**src/rtl/chebyshev_clenshaw_engine_pkg.sv**
```systemverilog
// chebyshev_pkg: shared types and arithmetic helpers for the Clenshaw engine.
//   state_t      : engine FSM states (IDLE, ITER, FINAL, HOLD)
//   bw_of        : recurrence register width (CL + GUARD)
//   addr_w       : coefficient index width for a given ORDER
//   round_shift  : arithmetic right shift, truncating or rounding half-up
//   saturate     : clamp to a signed w-bit range
// Build option: CHEB_ROUND_EN selects round-half-up on every requantising
// shift; when undefined all shifts truncate toward -inf.
// The helpers work on 64-bit signed values; WL+1+CL+GUARD must stay below 64.
package chebyshev_pkg;

    typedef enum logic [1:0] {
        IDLE,
        ITER,
        FINAL,
        HOLD
    } state_t;

`ifdef CHEB_ROUND_EN
    localparam bit ROUND_EN = 1'b1;
`else
    localparam bit ROUND_EN = 1'b0;
`endif

    function automatic int unsigned bw_of(input int unsigned cl, input int unsigned guard);
        return cl + guard;
    endfunction

    function automatic int unsigned addr_w(input int unsigned order);
        return (order < 1) ? 1 : $clog2(order + 1);
    endfunction

    function automatic logic signed [63:0] round_shift(input logic signed [63:0] v,
                                                       input int unsigned s,
                                                       input bit rnd);
        logic signed [63:0] b;
        b = v;
        if (rnd && (s != 0)) begin
            b = v + (64'sd1 <<< (s - 1));
        end
        return b >>> s;
    endfunction

    function automatic logic signed [63:0] saturate(input logic signed [63:0] v,
                                                    input int unsigned w);
        logic signed [63:0] hi;
        logic signed [63:0] lo;
        hi = (64'sd1 <<< (w - 1)) - 64'sd1;
        lo = -(64'sd1 <<< (w - 1));
        if (v > hi) begin
            return hi;
        end
        if (v < lo) begin
            return lo;
        end
        return v;
    endfunction

endpackage

```
**src/rtl/chebyshev_clenshaw_engine_if.sv**
```systemverilog
// chebyshev_clenshaw_engine_if: coefficient write port plus x / f(x)
// valid-ready handshakes of the Clenshaw engine.
//   coeff_we, coeff_addr, coeff_in : coefficient bank write port
//   in_valid, in_ready, data_in    : x input handshake
//   out_valid, out_ready, data_out : f(x) output handshake
//   busy                           : engine in ITER or FINAL
// slave modport: the engine; master modport: producer/consumer side.
interface chebyshev_clenshaw_engine_if
    import chebyshev_pkg::*;
#(
    parameter int unsigned WL    = 16,
    parameter int unsigned CL    = 16,
    parameter int unsigned ORDER = 7
);
    localparam int unsigned AW = addr_w(ORDER);

    logic                 coeff_we;
    logic [AW-1:0]        coeff_addr;
    logic signed [CL-1:0] coeff_in;
    logic                 in_valid;
    logic                 in_ready;
    logic signed [WL-1:0] data_in;
    logic                 out_valid;
    logic                 out_ready;
    logic signed [WL-1:0] data_out;
    logic                 busy;

    modport slave (
        input  coeff_we, coeff_addr, coeff_in, in_valid, data_in, out_ready,
        output in_ready, out_valid, data_out, busy
    );

    modport master (
        output coeff_we, coeff_addr, coeff_in, in_valid, data_in, out_ready,
        input  in_ready, out_valid, data_out, busy
    );

endinterface

```
**src/rtl/chebyshev_clenshaw_engine_requant.sv**
```systemverilog
// cheb_requant_sat: arithmetic right shift by SHIFT, then saturate to OW bits.
//   din  : IW-bit signed input
//   dout : OW-bit signed, shifted and saturated result
// With CHEB_ROUND_EN defined the shift rounds half-up, otherwise it
// truncates toward -inf. SHIFT = 0 is a pure saturator.
module cheb_requant_sat
    import chebyshev_pkg::*;
#(
    parameter int unsigned IW    = 32,
    parameter int unsigned SHIFT = 0,
    parameter int unsigned OW    = 16
) (
    input  logic signed [IW-1:0] din,
    output logic signed [OW-1:0] dout
);

    always_comb begin
        dout = OW'(saturate(round_shift(64'(din), SHIFT, ROUND_EN), OW));
    end

endmodule

```
**src/rtl/chebyshev_clenshaw_engine.sv**
```systemverilog
// chebyshev_clenshaw_engine: evaluates f(x) = sum c_k*T_k(x), k = 0..ORDER,
// with the Clenshaw recurrence, one step per cycle on one shared multiplier.
//   clock  : rising-edge clock
//   resetn : asynchronous active-low reset (clears FSM, bank, recurrence)
//   bus    : chebyshev_clenshaw_engine_if.slave (coefficient writes,
//            x in / f(x) out handshakes, busy)
// x and data_out are Q2.(WL-2); coefficients Q2.(CL-2); recurrence registers
// carry GUARD extra integer bits. Result latency: out_valid rises after edge
// ORDER+1 counted from the accept edge.
// Build option: CHEB_ROUND_EN (round half-up instead of truncation).
module chebyshev_clenshaw_engine
    import chebyshev_pkg::*;
#(
    parameter int unsigned WL    = 16,
    parameter int unsigned CL    = 16,
    parameter int unsigned ORDER = 7,
    parameter int unsigned GUARD = 4
) (
    input logic                        clock,
    input logic                        resetn,
    chebyshev_clenshaw_engine_if.slave bus
);

    localparam int unsigned BW = bw_of(CL, GUARD);
    localparam int unsigned SW = BW + 4;         // sum width, never wraps before saturation
    localparam int unsigned PW = WL + 1 + BW;    // full product width
    localparam int unsigned AW = addr_w(ORDER);

    state_t state, state_nx;

    logic signed [CL-1:0] bank [ORDER+1];
    logic signed [WL-1:0] x_q;
    logic signed [BW-1:0] b1, b2;
    logic [AW-1:0]        k;
    logic signed [WL-1:0] dout_q;

    logic signed [WL:0]   op_a;
    logic signed [PW-1:0] prod;
    logic signed [SW-1:0] term;
    logic signed [CL-1:0] c_sel;
    logic signed [SW-1:0] sum;
    logic signed [BW-1:0] b_new;
    logic signed [WL-1:0] r_out;

    logic accept;
    logic wr_ok;

    // ---------------- FSM: state register ----------------
    always_ff @(posedge clock or negedge resetn) begin
        if (!resetn) begin
            state <= IDLE;
        end else begin
            state <= state_nx;
        end
    end

    // ---------------- FSM: next state ----------------
    always_comb begin
        state_nx = state;
        case (state)
            IDLE:    if (bus.in_valid) state_nx = ITER;
            ITER:    if (k == AW'(1)) state_nx = FINAL;
            FINAL:   state_nx = HOLD;
            HOLD:    if (bus.out_ready) state_nx = IDLE;
            default: state_nx = IDLE;
        endcase
    end

    // ---------------- FSM: outputs ----------------
    always_comb begin
        bus.in_ready  = (state == IDLE);
        bus.busy      = (state == ITER) || (state == FINAL);
        bus.out_valid = (state == HOLD);
        bus.data_out  = dout_q;
    end

    assign accept = (state == IDLE) && bus.in_valid;
    assign wr_ok  = (state == IDLE) && bus.coeff_we &&
                    ({1'b0, bus.coeff_addr} <= (AW+1)'(ORDER));

    // ---------------- datapath ----------------
    // The 2x of the recurrence is folded into the multiplier operand so a
    // single shift of WL-2 serves ITER and FINAL; this equals shifting x*b1
    // by WL-3, rounding bias included.
    always_comb begin
        op_a  = (state == ITER) ? {x_q, 1'b0} : {x_q[WL-1], x_q};
        prod  = PW'(op_a) * PW'(b1);
        c_sel = (state == ITER) ? bank[k] : bank[0];
        sum   = term - SW'(b2) + SW'(c_sel);
    end

    cheb_requant_sat #(.IW(PW), .SHIFT(WL - 2), .OW(SW)) u_prod (
        .din  (prod),
        .dout (term)
    );

    cheb_requant_sat #(.IW(SW), .SHIFT(0), .OW(BW)) u_rec (
        .din  (sum),
        .dout (b_new)
    );

    cheb_requant_sat #(.IW(SW), .SHIFT(CL - WL), .OW(WL)) u_out (
        .din  (sum),
        .dout (r_out)
    );

    always_ff @(posedge clock or negedge resetn) begin
        if (!resetn) begin
            x_q    <= '0;
            b1     <= '0;
            b2     <= '0;
            k      <= '0;
            dout_q <= '0;
        end else begin
            case (state)
                IDLE: begin
                    if (accept) begin
                        x_q <= bus.data_in;
                        k   <= AW'(ORDER);
                        b1  <= '0;
                        b2  <= '0;
                    end
                end
                ITER: begin
                    b2 <= b1;
                    b1 <= b_new;
                    k  <= k - AW'(1);
                end
                FINAL: begin
                    dout_q <= r_out;
                end
                default: ;
            endcase
        end
    end

    // Bank writes only land in IDLE, so a write coinciding with an accept is
    // visible to the first ITER step.
    always_ff @(posedge clock or negedge resetn) begin
        if (!resetn) begin
            for (int unsigned i = 0; i <= ORDER; i++) begin
                bank[i] <= '0;
            end
        end else if (wr_ok) begin
            bank[bus.coeff_addr] <= bus.coeff_in;
        end
    end

endmodule

```
**src/flat_wrapper.sv**
```systemverilog
// flat-port wrapper written by rule: the top's interface ports become plain ports
module chebyshev_clenshaw_engine_flat import chebyshev_pkg::*;
#(
    parameter int unsigned WL    = 16,
    parameter int unsigned CL    = 16,
    parameter int unsigned ORDER = 7,
    parameter int unsigned GUARD = 4
)
  (clock, resetn, bus_coeff_we, bus_coeff_addr, bus_coeff_in, bus_in_valid, bus_data_in, bus_out_ready, bus_in_ready, bus_out_valid, bus_data_out, bus_busy);
  chebyshev_clenshaw_engine_if #(.WL(WL), .CL(CL), .ORDER(ORDER)) bus_i ();
  input logic clock;
  input logic resetn;
  input wire logic [$bits(bus_i.coeff_we)-1:0] bus_coeff_we;
  input wire logic [$bits(bus_i.coeff_addr)-1:0] bus_coeff_addr;
  input wire logic [$bits(bus_i.coeff_in)-1:0] bus_coeff_in;
  input wire logic [$bits(bus_i.in_valid)-1:0] bus_in_valid;
  input wire logic [$bits(bus_i.data_in)-1:0] bus_data_in;
  input wire logic [$bits(bus_i.out_ready)-1:0] bus_out_ready;
  output wire logic [$bits(bus_i.in_ready)-1:0] bus_in_ready;
  output wire logic [$bits(bus_i.out_valid)-1:0] bus_out_valid;
  output wire logic [$bits(bus_i.data_out)-1:0] bus_data_out;
  output wire logic [$bits(bus_i.busy)-1:0] bus_busy;
  assign bus_i.coeff_we = bus_coeff_we;
  assign bus_i.coeff_addr = bus_coeff_addr;
  assign bus_i.coeff_in = bus_coeff_in;
  assign bus_i.in_valid = bus_in_valid;
  assign bus_i.data_in = bus_data_in;
  assign bus_i.out_ready = bus_out_ready;
  assign bus_in_ready = bus_i.in_ready;
  assign bus_out_valid = bus_i.out_valid;
  assign bus_data_out = bus_i.data_out;
  assign bus_busy = bus_i.busy;
  chebyshev_clenshaw_engine #(.WL(WL), .CL(CL), .ORDER(ORDER), .GUARD(GUARD)) u_core (.clock(clock), .resetn(resetn), .bus(bus_i));
endmodule
```
**config.mk**
```make
export PLATFORM = sky130hd
export DESIGN_NAME = chebyshev_clenshaw_engine_flat
export DESIGN_NICKNAME = d
export VERILOG_FILES = /design/src/rtl/chebyshev_clenshaw_engine_pkg.sv /design/src/rtl/chebyshev_clenshaw_engine_if.sv /design/src/rtl/chebyshev_clenshaw_engine_requant.sv /design/src/rtl/chebyshev_clenshaw_engine.sv /design/src/flat_wrapper.sv
export SDC_FILE = /design/constraint.sdc
export NUM_CORES = 1
export LEC_CHECK = 0
export CAP_MARGIN = 20
export CORE_ASPECT_RATIO = 0.5
export CORE_UTILIZATION = 61
export DETAILED_ROUTE_END_ITERATION = 12
export GPL_ROUTABILITY_DRIVEN = 0
export PLACE_DENSITY = 0.79
export SYNTH_ARGS = -nofsm -noshare
export SYNTH_HDL_FRONTEND = slang
export SYNTH_SLANG_ARGS = --single-unit
export TNS_END_PERCENT = 20
```
**constraint.sdc**
```tcl
create_clock -name clock -period 30 [get_ports clock]
set_input_delay 4.5 -clock clock [delete_from_list [all_inputs] [get_ports clock]]
set_output_delay 4.5 -clock clock [all_outputs]
set_load 0.01 [all_outputs]
```
Yosys cells after proc, flatten, opt, wreduce, memory -nomap -nowiden. Cells that the tools add are included.

Register bits after elaboration: 205. Output and inout bits: 19. Input port bits: 40.

Equality and inequality tests: 8. Add/subtract/negate cells: 3. Multiply operators: 1. Multiplexer cells: 38. Reductions and logical operators: 9. Order comparisons: 9. Bitwise logic cells: 2.

Operators by type and width (count): $mux 16 (9); $bwmux 128 (1); $mux 20 (5); $mux 24 (4); $pmux 20 s2 (2); $bmux 16 s3 (1); $demux 16 s3 (1); $mul 17x20->37 (1); $add 24x16->24 (1); $gt 23x24->1 const B (1); $gt 24x16->1 const B (1); $gt 24x20->1 const B (1); $lt 23x24->1 const B (1); $lt 24x16->1 const B (1); $lt 24x20->1 const B (1); $sub 24x20->24 (1); $mux 1 (9); $ge 4x4->1 const B (2); $not 3->4 (2); $pmux 2 s4 (1); $mux 2 (3); $pmux 3 s2 (1); $eq 2x2->1 const B (2); $lt 4x1->1 const B (1); other kinds (12) (17).

Logic depth before layout (Yosys ltp).
Word-level depth: 16. Mapped depth: 44.

Hierarchy. Synthesis repeated with hierarchy kept, for this count alone.

Cells, all modules: 2427. Area, all modules: 24350.9 µm².

By module, submodules not included: chebyshev_clenshaw_engine (times used 1, seq. area each 5129.9 µm², area each 23284.8 µm², cells an instance 2287); cheb_requant_sat at u_core.u_rec (times used 1, seq. area each 0.0 µm², area each 575.6 µm², cells an instance 73); cheb_requant_sat at u_core.u_out (times used 1, seq. area each 0.0 µm², area each 314.1 µm², cells an instance 43); cheb_requant_sat at u_core.u_prod (times used 1, seq. area each 0.0 µm², area each 176.4 µm², cells an instance 24).

Least setup slack after synthesis. No wires, ideal clock.

Kind: register to register. Start: reg u_core.state[1]. End: reg u_core.dout_q[10] (netlist: u_core.bus.data_out[10]). Clock period less this slack: 10.005 ns. Cell stages (with the launch flop): 41. Library setup time: 0.121 ns. Required time: 29.879 ns. Path slack: 19.995 ns. Data arrival time: 9.884 ns. Cell sequence: dfrtp_1 > inv_1 > ha_1 > buf_2 > buf_1 > mux2i_1 > clkbuf_1 > nor2b_1 > fa_1 > inv_1 > fa_1 > fa_1 > inv_1 > fa_1 > fa_1 > inv_1 > fa_1 > inv_1 > (+5 left out) > o21ai_0 > a21boi_0 > o21a_1 > o21a_1 > or2_2 > fa_1 > inv_1 > ha_1 > nand2_1 > o21ai_0 > a221o_1 > a211oi_2 > o21ai_0 > xor2_1 > o41a_4 > a211oi_4 > buf_6 > a21oi_2.

Longest elaborated chain between the ends: 15. Elaborated cells on any way between the ends: 23. Classes of those cells: add/sub: 2; mul: 1; order compare: 4; eq/ne: 2; mux: 14.

Ends and longest elaborated chain: start, declared (line chebyshev_clenshaw_engine.sv:29) `state_t state, state_nx;`; start signal, assigned (line chebyshev_clenshaw_engine.sv:53) `state <= state_nx;`; $eq 2x1->1 (line chebyshev_clenshaw_engine.sv:86, chebyshev_clenshaw_engine.sv:88); $mux 16 (line chebyshev_clenshaw_engine.sv:86) `op_a = (state == ITER) ? {x_q, 1'b0} : {x_q[WL-1], x_q};`; $mul 17x20->37 (line chebyshev_clenshaw_engine.sv:87) `prod = PW'(op_a) * PW'(b1);`; $lt 23x24->1 (line chebyshev_clenshaw_engine_pkg.sv:53) `if (v < lo) begin`; $mux 1 (2 in a row) (line chebyshev_clenshaw_engine_pkg.sv:53); $mux 24 (line chebyshev_clenshaw_engine_pkg.sv:56) `return v;`; $mux 24 (line chebyshev_clenshaw_engine_pkg.sv:53); $sub 24x20->24 (line chebyshev_clenshaw_engine.sv:89) `sum = term - SW'(b2) + SW'(c_sel);`; $add 24x16->24 (line chebyshev_clenshaw_engine.sv:89); $lt 24x16->1 (line chebyshev_clenshaw_engine_pkg.sv:53); $mux 1 (2 in a row) (line chebyshev_clenshaw_engine_pkg.sv:53); $mux 16 (line chebyshev_clenshaw_engine_pkg.sv:56); $mux 16 (line chebyshev_clenshaw_engine_pkg.sv:53); end signal, assigned (line chebyshev_clenshaw_engine.sv:130) `dout_q <= r_out;`; end, declared (line chebyshev_clenshaw_engine.sv:35) `logic signed [WL-1:0] dout_q;`.

Parallel ways exist; a longest one is shown, timed or not. The select of a mux whose other input is x is not followed. A chain may end at the register's enable or synchronous reset.

Worst setup path after layout.
Start: reg u_core.state[1]. End: reg u_core.dout_q[4] (netlist: u_core.bus.data_out[4]).

The elaborated chain is that of the path after synthesis.

==> results.cfg <==
[final_layout]
syn_to_final_growth_pct = 7.457
diodes_inserted = 0
layoutNonFillerInstCount = 2725
final_layout_size_suffix_gt1_share_pct = 12.27
finish.instance_area_um2 = 24680
layout.nets = 2747

[global_routing]
overflow = 0
first_pass_grt_wire_length_um = 90940
gr_met2_demand_resource_pct = 48.42
grt_use_total_pct = 30.55
pin_count_of_the_biggest_net_entering_global_routing = 84
globalRoute.busiestLayer = met2
antenna_found_initial = 0
grtUsageMet3_pct = 7.925
grtUsageMet1_pct = 41.73
vias_in_the_first_global_route = 16700

[clocking]
post_cts_hold_buffer_count = 0
total_cts_buffers = 22
clkSlewWorstSetupHoldPaths_ns = 0.07
clock_latency_ns = 0.56
cts_max_path_buffers = 3
cts.repair_timing.setup_buffer_count = 0
clock_sinks = 205
cts_tree = yes
cts_root_buf = sky130_fd_sc_hd__clkbuf_16
clock_tree.htree_level_count = 1
post_cts_resize_count = 0

[timing]
transition_time_at_the_pin_with_the_least_slew_margin_ns = 1.024
fin_crit_ns = 11.72
timing.max_slew.rel_slack_pct = 31.73
clock.fmax_ghz = 0.08531
clock_skew_ns = 0.03244
tns_ns = 0
finalSetupViolations = 0
final_max_slew_viol_count = 0
final_hold_viol_count = 0
post_route_fraction_of_the_period_consumed_by_the_critical_path_pct = 39.07
rsz0062_at_grt = no

[min_path]
hp-class = register to register

[synth]
syn_nets = 2745
synthMostInstantiatedCell = sky130_fd_sc_hd__inv_1
synthesis.area_um2 = 22970
post-synth-top-area-cell = sky130_fd_sc_hd__fa_1
synth_enable_flop_cells = 0
synth.top_cell.area_share_pct = 31.64
dominant_cells_by_area_after_synthesis = sky130_fd_sc_hd__fa_1, sky130_fd_sc_hd__dfrtp_1, sky130_fd_sc_hd__mux2_2
mean_instance_size_in_the_synthesized_netlist_um2 = 10.33
synth.ff_latch_count = 205
synth-warning-count = 0
netlist-cell-type-count = 61
list_of_most_frequent_post_synthesis_cells = sky130_fd_sc_hd__inv_1, sky130_fd_sc_hd__fa_1, sky130_fd_sc_hd__nand2_1
synthesis.instances = 2224
ys_async_sr_fraction_pct = 100.0
sequential_to_total_area_share_from_yosys_stat_pct = 22.33
ys_dominant_reg_cell = sky130_fd_sc_hd__dfrtp_1

[setup_path]
cp-start-kind = register
worstSetupPathType = register to register
worst_setup_path_end_kind = register
timing.critical_path.max_delay_family = adder cells
path_buf_inv = 6
timing.critical_path.slowest_stage_cell = sky130_fd_sc_hd__nor4b_1
timing.critical_path.fanout_max = 20
cp.arrival_ns = 12.09
timing.critical_path.required_ns = 30.37
crit_path_max_incr_delay_ns = 0.82

[placed_design]
total_of_buffers_placed_on_input_and_output_ports = 58
place_inst = 2685
post_dp_cell_area_um2 = 23970
dp.final_hpwl_um = 40310

[detailed_routing]
route.detailed.wl_per_inst_um = 20.27
detailroute.via_count = 15740
route.final.wire_length_um = 55230
antenna_left = 0
per_cell_via_count_in_the_routed_design = 5.776
count_of_routing_violations_after_the_opening_detailed_route_iteration = 1226
dr.pass1.iters = 6
drcViolationCount = 0

[floorplanning]
fp.dieArea_um2 = 38480
top_level_i_o_count = 59
initial_core_util_pct = 62.97
placementRows = 49
core_area_um2 = 36480
fp.dieW_um = 276.4
floorplan.die.height_um = 139.2

[job]
drv.max_cap_violation_count = 0

[status]
run_status = complete, no violations
## cell type report
| cell class | instances | area [µm²] |
|---|---|---|
| Multi-Input combinational cell | 1494 | 15880 |
| Clock buffer | 29 | 596.8 |
| Inverter | 415 | 1558 |
| Clock inverter | 10 | 86.33 |
| Sequential cell | 205 | 5131 |
| Timing Repair Buffer | 88 | 829.5 |
| Fill cell | 2688 | 11800 |
| Tap cell | 484 | 605.6 |
## worst reg2reg max path, delay by kind of cell (launching register included)
kind	cells	cell delay [ns]
compound gates	12	3.84
flops	1	0.40
fa+ha+maj	10	4.42
mux	1	0.81
xor+xnor	2	0.40
simple gates	4	1.22
buf+inv	6	0.41
## routing by layer
| layer | routed length [µm] | part of all wire (%) | up-vias |
|---|---|---|---|
| li1 | - | - | 6929 |
| met1 | 22440 | 41 | 7996 |
| met2 | 25620 | 46 | 684 |
| met3 | 5363 | 9.7 | 131 |
| met4 | 1813 | 3.3 | 0 |
| met5 | 0 | 0 | - |
## registers in the layout (all words and copies together), names as in the netlist
name,flops
u_core.b2,20
u_core.bus.data_out,16
u_core.b1,20
u_core.bank,128
u_core.state,2
u_core.x_q,16
u_core.k,3
## path summary, 6_finish.rpt
kind,from,endpoint,slack (ns),depth (start not counted)
hold reg to reg,u_core.b2[0]$_DFFE_PN0P_,u_core.b2[0]$_DFFE_PN0P_,0.48,2
max in group asynchronous,resetn,u_core.bank[46]$_DFFE_PN0P_,24.21,4
setup reg to reg,u_core.state[1]$_DFFE_PN0P_,u_core.bus.data_out[4]$_DFFE_PN0P_,18.28,35
min in group asynchronous,resetn,u_core.x_q[0]$_DFFE_PN0P_,3.93,1
hold / removal,u_core.b2[0]$_DFFE_PN0P_,u_core.b2[0]$_DFFE_PN0P_,0.48,2
setup / recovery,u_core.state[1]$_DFFE_PN0P_,u_core.bus.data_out[4]$_DFFE_PN0P_,18.28,35
## placed cells by master (no fill, tap or decap), types with 4 or more instances in the layout
cell type	instances
sky130_fd_sc_hd__o211ai_1	7
sky130_fd_sc_hd__nor3_1	9
sky130_fd_sc_hd__nand2_1	232
sky130_fd_sc_hd__mux2_2	153
sky130_fd_sc_hd__xor2_1	12
sky130_fd_sc_hd__xnor2_1	34
sky130_fd_sc_hd__clkbuf_1	5
sky130_fd_sc_hd__a21o_1	13
sky130_fd_sc_hd__dfrtp_1	204
sky130_fd_sc_hd__a21oi_2	10
sky130_fd_sc_hd__or3_1	5
sky130_fd_sc_hd__mux2i_1	21
sky130_fd_sc_hd__a211oi_1	6
sky130_fd_sc_hd__ha_1	117
sky130_fd_sc_hd__nand3_1	27
sky130_fd_sc_hd__nor2b_1	110
sky130_fd_sc_hd__fa_1	363
sky130_fd_sc_hd__o21a_1	10
sky130_fd_sc_hd__mux4_2	32
sky130_fd_sc_hd__nor2_1	79
sky130_fd_sc_hd__buf_4	29
sky130_fd_sc_hd__inv_1	414
sky130_fd_sc_hd__and2_1	63
sky130_fd_sc_hd__clkinv_2	8
sky130_fd_sc_hd__a221o_1	9
sky130_fd_sc_hd__nand2b_1	27
sky130_fd_sc_hd__a21oi_1	40
sky130_fd_sc_hd__o21bai_1	4
sky130_fd_sc_hd__and3_1	4
sky130_fd_sc_hd__a31oi_1	7
sky130_fd_sc_hd__o21ai_0	54
sky130_fd_sc_hd__clkbuf_16	22
sky130_fd_sc_hd__nand4_1	7
sky130_fd_sc_hd__clkdlybuf4s50_1	57
## logic make-up (layout without fill, tap and decap cells)
kind of cell             after synthesis  in the layout  synth area share (%)
flip-flops                           205            205                 22.33
multiplexers                         208            208                 11.64
AO/OA/AOI/OAI                        181            181                 5.289
XOR/XNOR                              46             46                 1.754
buffers and inverters                525            542                 8.661
AND/OR/NAND/NOR                      578            578                 12.26
adder cells (fa/ha/maj)              481            481                 38.07
## per-stage QoR
| stage | utilization (%) | hold WS (ns) | setup WS, ns |
|---|---|---|---|
| floorplan | - | 0.4428 | 20.00 |
| global placement | 65.71 | 0.4629 | 18.77 |
| detailed placement | 65.71 | 0.4634 | 18.43 |
| CTS | 67.59 | 0.4744 | 18.39 |
| global route | 67.66 | 0.4972 | 17.69 |
| finish | 67.66 | 0.4757 | 18.28 |
Power is not shown: default switching activity piles up to over one toggle a cycle in this logic, so the estimate is an artifact.
